[src/rtl/act_pkg.sv]
// Shared types and defaults for the activation unit and its lanes.
package act_pkg;

    localparam int ACT_DATA_W_DEF = 32;

    typedef enum logic [1:0] {
        ACT_BYPASS = 2'd0,
        ACT_RELU   = 2'd1,
        ACT_LEAKY  = 2'd2,
        ACT_CLAMP  = 2'd3
    } act_mode_e;

    typedef enum logic [1:0] {
        IDLE = 2'd0,
        RUN  = 2'd1,
        HOLD = 2'd2
    } act_state_e;

endpackage

[src/rtl/act_lane.sv]
// Single-element activation function; purely combinational.
module act_lane
    import act_pkg::*;
#(
    parameter int DATA_W = ACT_DATA_W_DEF
) (
    input  logic [DATA_W-1:0] x_i,
    input  act_mode_e         mode_i,
    input  logic [4:0]        leak_shift_i,
    input  logic [DATA_W-1:0] clamp_max_i,
    output logic [DATA_W-1:0] y_o,
    output logic              is_neg_o
);

    logic signed [DATA_W-1:0] leak_val;
    logic                     x_neg;

    assign x_neg    = x_i[DATA_W-1];
    assign is_neg_o = x_neg;

    // Kept in its own signed variable so the shift stays arithmetic.
    always_comb begin
        leak_val = $signed(x_i) >>> leak_shift_i;
    end

    always_comb begin
        y_o = x_i;
        case (mode_i)
            ACT_BYPASS: y_o = x_i;
            ACT_RELU: begin
                if (x_neg) y_o = '0;
            end
            ACT_LEAKY: begin
                if (x_neg) y_o = leak_val;
            end
            ACT_CLAMP: begin
                // A negative ceiling forces everything to zero.
                if (x_neg || clamp_max_i[DATA_W-1]) begin
                    y_o = '0;
                end else if ($signed(x_i) > $signed(clamp_max_i)) begin
                    y_o = clamp_max_i;
                end
            end
            default: y_o = x_i;
        endcase
    end

endmodule

[src/rtl/activation_unit.sv]
// Pipelined activation stage: latches a vector, processes LANES elements per
// beat, then holds the result and negative-input count until consumed.
//
//   state | meaning
//   IDLE  | ready for a new vector; last result still visible on out_vec
//   RUN   | one slice of LANES elements processed per cycle
//   HOLD  | result valid, waiting for out_ready
module activation_unit
    import act_pkg::*;
#(
    parameter int DATA_W     = ACT_DATA_W_DEF,
    parameter int VECTOR_LEN = 3,
    parameter int LANES      = 1
) (
    input  logic                             clk,
    input  logic                             rst,
    input  logic [1:0]                       mode,
    input  logic [4:0]                       leak_shift,
    input  logic [DATA_W-1:0]                clamp_max,
    input  logic                             in_valid,
    output logic                             in_ready,
    input  logic [VECTOR_LEN*DATA_W-1:0]     in_vec,
    output logic                             out_valid,
    input  logic                             out_ready,
    output logic [VECTOR_LEN*DATA_W-1:0]     out_vec,
    output logic [$clog2(VECTOR_LEN+1)-1:0]  neg_count,
    output logic                             busy
);

    localparam int BEATS  = VECTOR_LEN / LANES;
    localparam int BEAT_W = (BEATS > 1) ? $clog2(BEATS) : 1;
    localparam int NC_W   = $clog2(VECTOR_LEN + 1);
    localparam int SLC_W  = LANES * DATA_W;
    localparam int VEC_W  = VECTOR_LEN * DATA_W;

    act_state_e         state_q, state_d;
    logic [BEAT_W-1:0]  beat_q, beat_d;
    act_mode_e          mode_q, mode_d;
    logic [4:0]         shift_q, shift_d;
    logic [DATA_W-1:0]  clamp_q, clamp_d;
    logic [VEC_W-1:0]   vec_q, vec_d;
    logic [VEC_W-1:0]   out_q, out_d;
    logic [NC_W-1:0]    neg_q, neg_d;

    logic [SLC_W-1:0]   slice_x;
    logic [SLC_W-1:0]   slice_y;
    logic [LANES-1:0]   slice_neg;
    logic [NC_W-1:0]    slice_cnt;
    logic               last_beat;

    always_comb begin
        slice_x = '0;
        for (int b = 0; b < BEATS; b++) begin
            if (beat_q == BEAT_W'(b)) slice_x = vec_q[b*SLC_W +: SLC_W];
        end
    end

    for (genvar l = 0; l < LANES; l++) begin : g_lane
        act_lane #(.DATA_W(DATA_W)) u_lane (
            .x_i          (slice_x[l*DATA_W +: DATA_W]),
            .mode_i       (mode_q),
            .leak_shift_i (shift_q),
            .clamp_max_i  (clamp_q),
            .y_o          (slice_y[l*DATA_W +: DATA_W]),
            .is_neg_o     (slice_neg[l])
        );
    end

    always_comb begin
        slice_cnt = '0;
        for (int l = 0; l < LANES; l++) begin
            slice_cnt = slice_cnt + NC_W'(slice_neg[l]);
        end
    end

    assign last_beat = (beat_q == BEAT_W'(BEATS - 1));

    always_comb begin
        state_d = state_q;
        beat_d  = beat_q;
        mode_d  = mode_q;
        shift_d = shift_q;
        clamp_d = clamp_q;
        vec_d   = vec_q;
        out_d   = out_q;
        neg_d   = neg_q;
        case (state_q)
            IDLE: begin
                if (in_valid) begin
                    vec_d   = in_vec;
                    mode_d  = act_mode_e'(mode);
                    shift_d = leak_shift;
                    clamp_d = clamp_max;
                    beat_d  = '0;
                    neg_d   = '0;
                    state_d = RUN;
                end
            end
            RUN: begin
                for (int b = 0; b < BEATS; b++) begin
                    if (beat_q == BEAT_W'(b)) out_d[b*SLC_W +: SLC_W] = slice_y;
                end
                neg_d = neg_q + slice_cnt;
                if (last_beat) begin
                    state_d = HOLD;
                end else begin
                    beat_d = beat_q + 1'b1;
                end
            end
            HOLD: begin
                if (out_ready) state_d = IDLE;
            end
            default: state_d = IDLE;
        endcase
    end

    always_ff @(posedge clk or posedge rst) begin
        if (rst) begin
            state_q <= IDLE;
            beat_q  <= '0;
            mode_q  <= ACT_BYPASS;
            shift_q <= '0;
            clamp_q <= '0;
            vec_q   <= '0;
            out_q   <= '0;
            neg_q   <= '0;
        end else begin
            state_q <= state_d;
            beat_q  <= beat_d;
            mode_q  <= mode_d;
            shift_q <= shift_d;
            clamp_q <= clamp_d;
            vec_q   <= vec_d;
            out_q   <= out_d;
            neg_q   <= neg_d;
        end
    end

    assign in_ready  = (state_q == IDLE);
    assign out_valid = (state_q == HOLD);
    assign busy      = (state_q != IDLE);
    assign out_vec   = out_q;
    assign neg_count = neg_q;

endmodule

[config.mk]
export PLATFORM = sky130hd
export DESIGN_NAME = activation_unit
export DESIGN_NICKNAME = d
export VERILOG_FILES = /design/src/rtl/act_pkg.sv /design/src/rtl/act_lane.sv /design/src/rtl/activation_unit.sv
export SDC_FILE = /design/constraint.sdc
export NUM_CORES = 1
export LEC_CHECK = 0
export BUFFER_PORTS_ARGS = -buffer_cell sky130_fd_sc_hd__buf_2
export CAP_MARGIN = 5
export CORE_MARGIN = 2
export CORE_UTILIZATION = 55
export DETAILED_ROUTE_END_ITERATION = 12
export PLACE_DENSITY_LB_ADDON = 0.1
export SYNTH_ARGS = -nofsm -noshare
export SYNTH_HDL_FRONTEND = slang
export SYNTH_SLANG_ARGS = --single-unit
[constraint.sdc]
create_clock -name clk -period 20.9 [get_ports clk]
set_input_delay 1.045 -clock clk [delete_from_list [all_inputs] [get_ports clk]]
set_output_delay 1.045 -clock clk [all_outputs]
set_load 0.005 [all_outputs]
Word level (Yosys, flattened, before mapping)
Index checks and enable logic that the tools add are counted.
{"block": "op_classes", "eq_ne": 11, "bitwise": 0, "n_div": 0, "order_cmp": 1, "n_reduce_logical": 13, "n_addsub": 2, "mux": 16, "n_shift": 1, "n_mul": 0}
{"op": "32-bit 2-to-1 mux", "count": 6}
{"op": "32-bit case mux with 4 select lines", "count": 1}
{"op": "32-bit greater-than comparator", "count": 1}
{"op": "32-bit by 5-bit >>> shifter with 32-bit output", "count": 1}
{"op": "31-bit 2-to-1 mux", "count": 1}
{"op": "2-bit 2-to-1 mux", "count": 5}
{"op": "2-bit AND reduction", "count": 5}
{"op": "2-bit equality test, second input constant", "count": 4}
{"op": "2-bit case mux with 2 select lines", "count": 2}
{"op": "2-bit by 1-bit equality test with 1-bit output, second input constant", "count": 3}
{"op": "2-bit logical NOT", "count": 3}
{"op": "2-bit != test, second input constant", "count": 3}
{"op": "2-bit case mux with 3 select lines", "count": 1}
{"op": "3-bit AND reduction", "count": 2}
{"op": "2-bit nonzero test", "count": 2}
{"op": "2-bit by 1-bit adder with 2-bit output", "count": 1}
{"op": "2-bit by 1-bit adder with 2-bit output, second input constant", "count": 1}
{"op": "2-bit by 1-bit != test with 1-bit output, second input constant", "count": 1}
{"op": "1-bit logical OR", "count": 1}
{"block": "totals", "memories": 0, "inputBits": 139, "rom_bits": 0, "out_inout_bits": 101, "elab_cells": 54, "reg_bits": 237, "ram_bits": 0, "latchBits": 0}

Longest topological paths before layout
{"block": "depth", "depth_word": 8, "mapped_depth": 20, "ltp_nobuf": 15}

Hierarchy
Synthesis repeated with hierarchy kept, for this count alone.
{"block": "unflattened", "cells_unflattened": 1130, "area_unflattened_um2": 13421.6}
{"module": "activation_unit", "seq_area_each_um2": 5930.7, "cells_each": 672, "instances": 1, "area_each_um2": 9908.3}
{"module": "act_lane", "seq_area_each_um2": 0.0, "cells_each": 458, "instances": 1, "area_each_um2": 3513.4}

Worst setup path before layout
No wires, ideal clock.
{"block": "synth_timing", "kind": "register to register", "startpoint": "register beat_q[0]", "endpoint": "register out_q[49], in the netlist out_vec[49]", "period_less_slack_ps": 4189, "required_time_ps": 20805, "path_stages_with_launch": 20, "t_arrival_ps": 4094, "n_path_buf": 7, "slack_ps": 16711, "setup_ps": 95, "path_cell_list": "dfrtp_1 > inv_1 > ha_1 > buf_2 > buf_4 > buf_2 > nand3b_1 > a21oi_1 > buf_2 > buf_1 > ha_1 > nand4_1 > nor4_2 > or3b_1 > and4_1 > buf_6 > buf_6 > o41ai_2 > a21oi_1 > o31ai_1"}
{"block": "synth_via", "elab_chain_cells": 8, "elab_cells_between_ends": 15, "cone_classes": "1 x order compare; 2 x eq/ne; 1 x shift; 8 x mux; 3 x reduce/logical"}
{"element": "start, declared", "line": "activation_unit.sv:37", "rtl": "logic [BEAT_W-1:0] beat_q, beat_d;"}
{"element": "start signal, assigned", "line": "activation_unit.sv:129", "rtl": "beat_q <= beat_d;"}
{"element": "2-bit logical NOT", "line": "activation_unit.sv:54", "rtl": "if (beat_q == BEAT_W'(b)) slice_x = vec_q[b*SLC_W +: SLC_W];"}
{"element": "32-bit 2-to-1 mux (3 in a row)", "line": "activation_unit.sv:54"}
{"element": "32-bit greater-than comparator", "line": "act_lane.sv:40", "rtl": "end else if ($signed(x_i) > $signed(clamp_max_i)) begin"}
{"element": "32-bit 2-to-1 mux", "line": "act_lane.sv:40"}
{"element": "32-bit 2-to-1 mux", "line": "act_lane.sv:38", "rtl": "if (x_neg || clamp_max_i[DATA_W-1]) begin"}
{"element": "32-bit case mux with 4 select lines", "line": "act_lane.sv:28", "rtl": "case (mode_i)"}
{"element": "end signal, assigned", "line": "activation_unit.sv:134", "rtl": "out_q <= out_d;"}
{"element": "end, declared", "line": "activation_unit.sv:42", "rtl": "logic [VEC_W-1:0] out_q, out_d;"}
Parallel ways exist; a longest one is shown, timed or not.
A chain may end at the register's enable or synchronous reset.

Worst setup path in the final report
{"block": "layout_timing", "startpoint": "register beat_q[0]", "endpoint": "register out_q[2], in the netlist out_vec[2]"}
{"block": "layout_via", "elab_chain_cells": 8, "elab_cells_between_ends": 15, "cone_classes": "1 x order compare; 2 x eq/ne; 1 x shift; 8 x mux; 3 x reduce/logical"}
{"element": "2-bit logical NOT", "line": "activation_unit.sv:54, activation_unit.sv:101"}
{"element": "32-bit 2-to-1 mux (3 in a row)", "line": "activation_unit.sv:54"}
{"element": "32-bit greater-than comparator", "line": "act_lane.sv:40"}
{"element": "32-bit 2-to-1 mux", "line": "act_lane.sv:40"}
{"element": "32-bit 2-to-1 mux", "line": "act_lane.sv:38"}
{"element": "32-bit case mux with 4 select lines", "line": "act_lane.sv:28"}
Parallel ways exist; a longest one is shown, timed or not.

==> impl_metrics.yaml <==
logic_synthesis:
  synth-edff-count: 0
  synth_area_um2: 13900
  ys_seq_elements: 237
  synth_fa_ha_area_frac: 0.0341
  yosys-top-cells-area: "dfrtp_1 (43%), mux2_2 (8.1%), mux4_2 (6.8%), a21oi_1 (4.2%), o21ai_0 (4.0%)"
  synth_compound_gate_area_share: 0.191
  ys.flop_type: "dfrtp_1"
  synth_cell_type_count: 72
  synth_top_family_by_area: "compound AO/OA/AOI/OAI gates"
  synthesis.nets: 1583
  ys_seq_area_frac: 0.427
  synth_cells: 1407
  synth-xor-area-share: 0
  synth_mux_area_frac: 0.169
  synth-simple-area-share: 0.125
  yosys.area.top_type: "dfrtp_1"
  async_flop_share: 1.00
  syn_area_per_cell_um2: 9.86
  synth_warnings: 0
  synth_top_cell_area_share: 0.427
grt:
  antenna_found_initial: 1
  grt_pass1_wl_mm: 70.9
  grt_max_degree: 109
  grt-ovfl-total: 0
  grt_usage: 0.350
  grt_pass1_vias: 12100
clock_network:
  cts_hold_buffers: 0
  clk_path_buf_depth: 3
  clkTransAtPathRegs_ns: 0.07
  numCtsBuffers: 24
  cts.repair.resized: 0
  numClockSinks: 237
  htree_levels: 1
  post_cts_buffers: 0
  clk_latency_ns: 0.52
  ctsRootBufferMaster: "clkbuf_16"
  cts_tree: "done"
worst_setup_path:
  cp-start-kind: "register"
  worstPathArrival_ns: 5.93
  crit_type: "register to register"
  cp_num_buf_inv: 5
  cp_max_fo: 51
  path_common_cell: "inv_1"
  slowest_stage: "a311oi_1"
  cpLargestDelayFamily: "buffers and inverters"
  worst-path-stages: 15
  endpoint_kind: "register"
  r2r_cells: 15
  cp_slowest_stage_delay_ns: 0.81
  cp_cell_sequence: "inv_1 -> ha_2 -> buf_4 -> inv_1 -> o21ai_0 -> inv_1 -> ha_1 -> nand4_1 -> nor4_2 -> or3b_1 -> nand4_1 -> buf_4 -> nand2_1 -> a311oi_1 -> a21oi_1"
  required_ns: 21.25
finish:
  stdcell_count: 1944
  fin_nets: 1775
  drive_gt1_frac: 0.295
  antenna_cells: 0
  fill_cells: 2100
  areaGrowthSynthToFinish_pct: 15.9
detailed_routing:
  ant_nets: 0
  wirelength_mm: 46.6
  wl_per_cell_um: 24.0
  drt_iter0_markers: 1633
  viasPerCell: 6.39
  drc_errors: 0
  vias: 12400
  dr.pass1.iters: 7
floorplanning:
  die_h_um: 163
  start_util: 0.556
  die_width_um: 163
  rows: 58
  core_um2: 25000
  dieArea_um2: 26500
  ios: 240
sta:
  slew_headroom: 0.262
  skew_ns: 0.0102
  worst_slew_pin_slew_ns: 1.11
  setup_viol: 0
  rsz0062_at_grt: "no"
  fmax_ghz: 0.179
  setup_ws_ns: 15.33
  holdWs_ns: 0.476
  setup_tns_ns: 0
  hold_viol_final: 0
  period_minus_slack_ns: 5.57
  slew_violations: 0
  min_period_over_period: 0.267
run_status:
  outcome: "completed"
place:
  dp.cells: 1903
  io_buffers: 239
  place_congestion: 1.03
  place_hpwl_mm: 33.6
  post-place-ws_ns: 15.55
worst_hold_path:
  hp-class: "register to register"
  min_delay_path_depth: 2
run:
  cap_violations: 0
## final cells by class
cell class                 count  area, um2  share of cell area
sequential                   237       5930               0.369
timing repair buffer         276       1470              0.0916
multi-input combinational    991       7210               0.448
tap                          330        413              0.0257
inverter                      69        267              0.0166
clock inverter                 6       82.6             0.00513
clock buffer                  35        703              0.0437
## metrics by stage
step | area, um2 | utilization
2_1_floorplan | 13900 | -
3_3_place_gp | 15300 | 0.613
3_5_place_dp | 15300 | 0.613
4_1_cts | 16100 | 0.644
5_1_grt | 16100 | 0.644
6_report | 16100 | 0.644
## cells in the mapped netlist, drive strengths merged, types with 7 or more instances
cell	number
dfrtp	237
nand2	141
a21oi	117
o21ai	113
mux2	100
nor2	92
clkbuf	74
inv	67
mux4	42
ha	37
buf	36
a31oi	32
nand3b	32
mux2i	27
o31ai	24
nand3	19
nor2b	19
nor3	18
a21o	16
a22o	12
a2bb2oi	12
nand4	11
a22oi	9
a221oi	8
and2	8
o22ai	8
and3	7
o221ai	7
## state kept, by name, indices dropped and copies added, names as in the netlist
register	count
vec_q	96
beat_q	2
neg_count	2
shift_q	5
clamp_q	32
out_vec	96
mode_q	2
state_q	2
## cells by family (layout without fill, tap and decap cells)
kind of cell,count (synthesis),count (layout)
AO/OA/AOI/OAI,416,416
AND/OR/NAND/NOR,368,368
flip-flops,237,237
buffers and inverters,179,386
multiplexers,169,169
adder cells (fa/ha/maj),38,38
## worst reg2reg max path: stages (launching register included)
cell	delay (ns)
dfrtp_1	0.41
inv_1	0.12
ha_2	0.17
buf_4	0.42
inv_1	0.55
o21ai_0	0.52
inv_1	0.37
ha_1	0.39
nand4_1	0.14
nor4_2	0.27
or3b_1	0.44
nand4_1	0.12
buf_4	0.29
nand2_1	0.23
a311oi_1	0.81
a21oi_1	0.15
## worst paths after layout
path | startpoint | to | slack, ns
max | beat_q[0] | out_vec[2] | 15.33
min | out_vec[80] | out_vec[80] | 0.48
max reg2reg | beat_q[0] | out_vec[2] | 15.33
min reg2reg | out_vec[80] | out_vec[80] | 0.48
max in group asynchronous | rst | out_vec[34] | 18.16
min in group asynchronous | rst | vec_q[8] | 0.62
## routing by layer
metal / vias up / part of all wire / track usage
li1: 5532 / - / -
met4: 2 / 0.045 / 0.132
met1: 6058 / 0.41 / 0.474
met3: 135 / 0.087 / 0.0542
met2: 686 / 0.46 / 0.570
met5: - / 0.00028 / 0
## cells in the final DEF (no fill, tap or decap), types with 9 or more instances in the layout
master,count
buf_2,239
dfrtp_1,237
nand2_1,141
a21oi_1,115
o21ai_0,112
mux2_2,100
nor2_1,92
inv_1,64
mux4_2,42
buf_4,37
ha_1,35
nand3b_1,32
a31oi_1,32
mux2i_1,27
clkbuf_16,25
o31ai_1,23
nand3_1,19
nor2b_1,19
nor3_1,17
a21o_1,16
nand4_1,11
a22o_1,10
a2bb2oi_1,10
a22oi_1,9
Power is left out: the tool's default activity adds up to more than one toggle a clock period on the data nets, which glitch-free logic cannot reach.
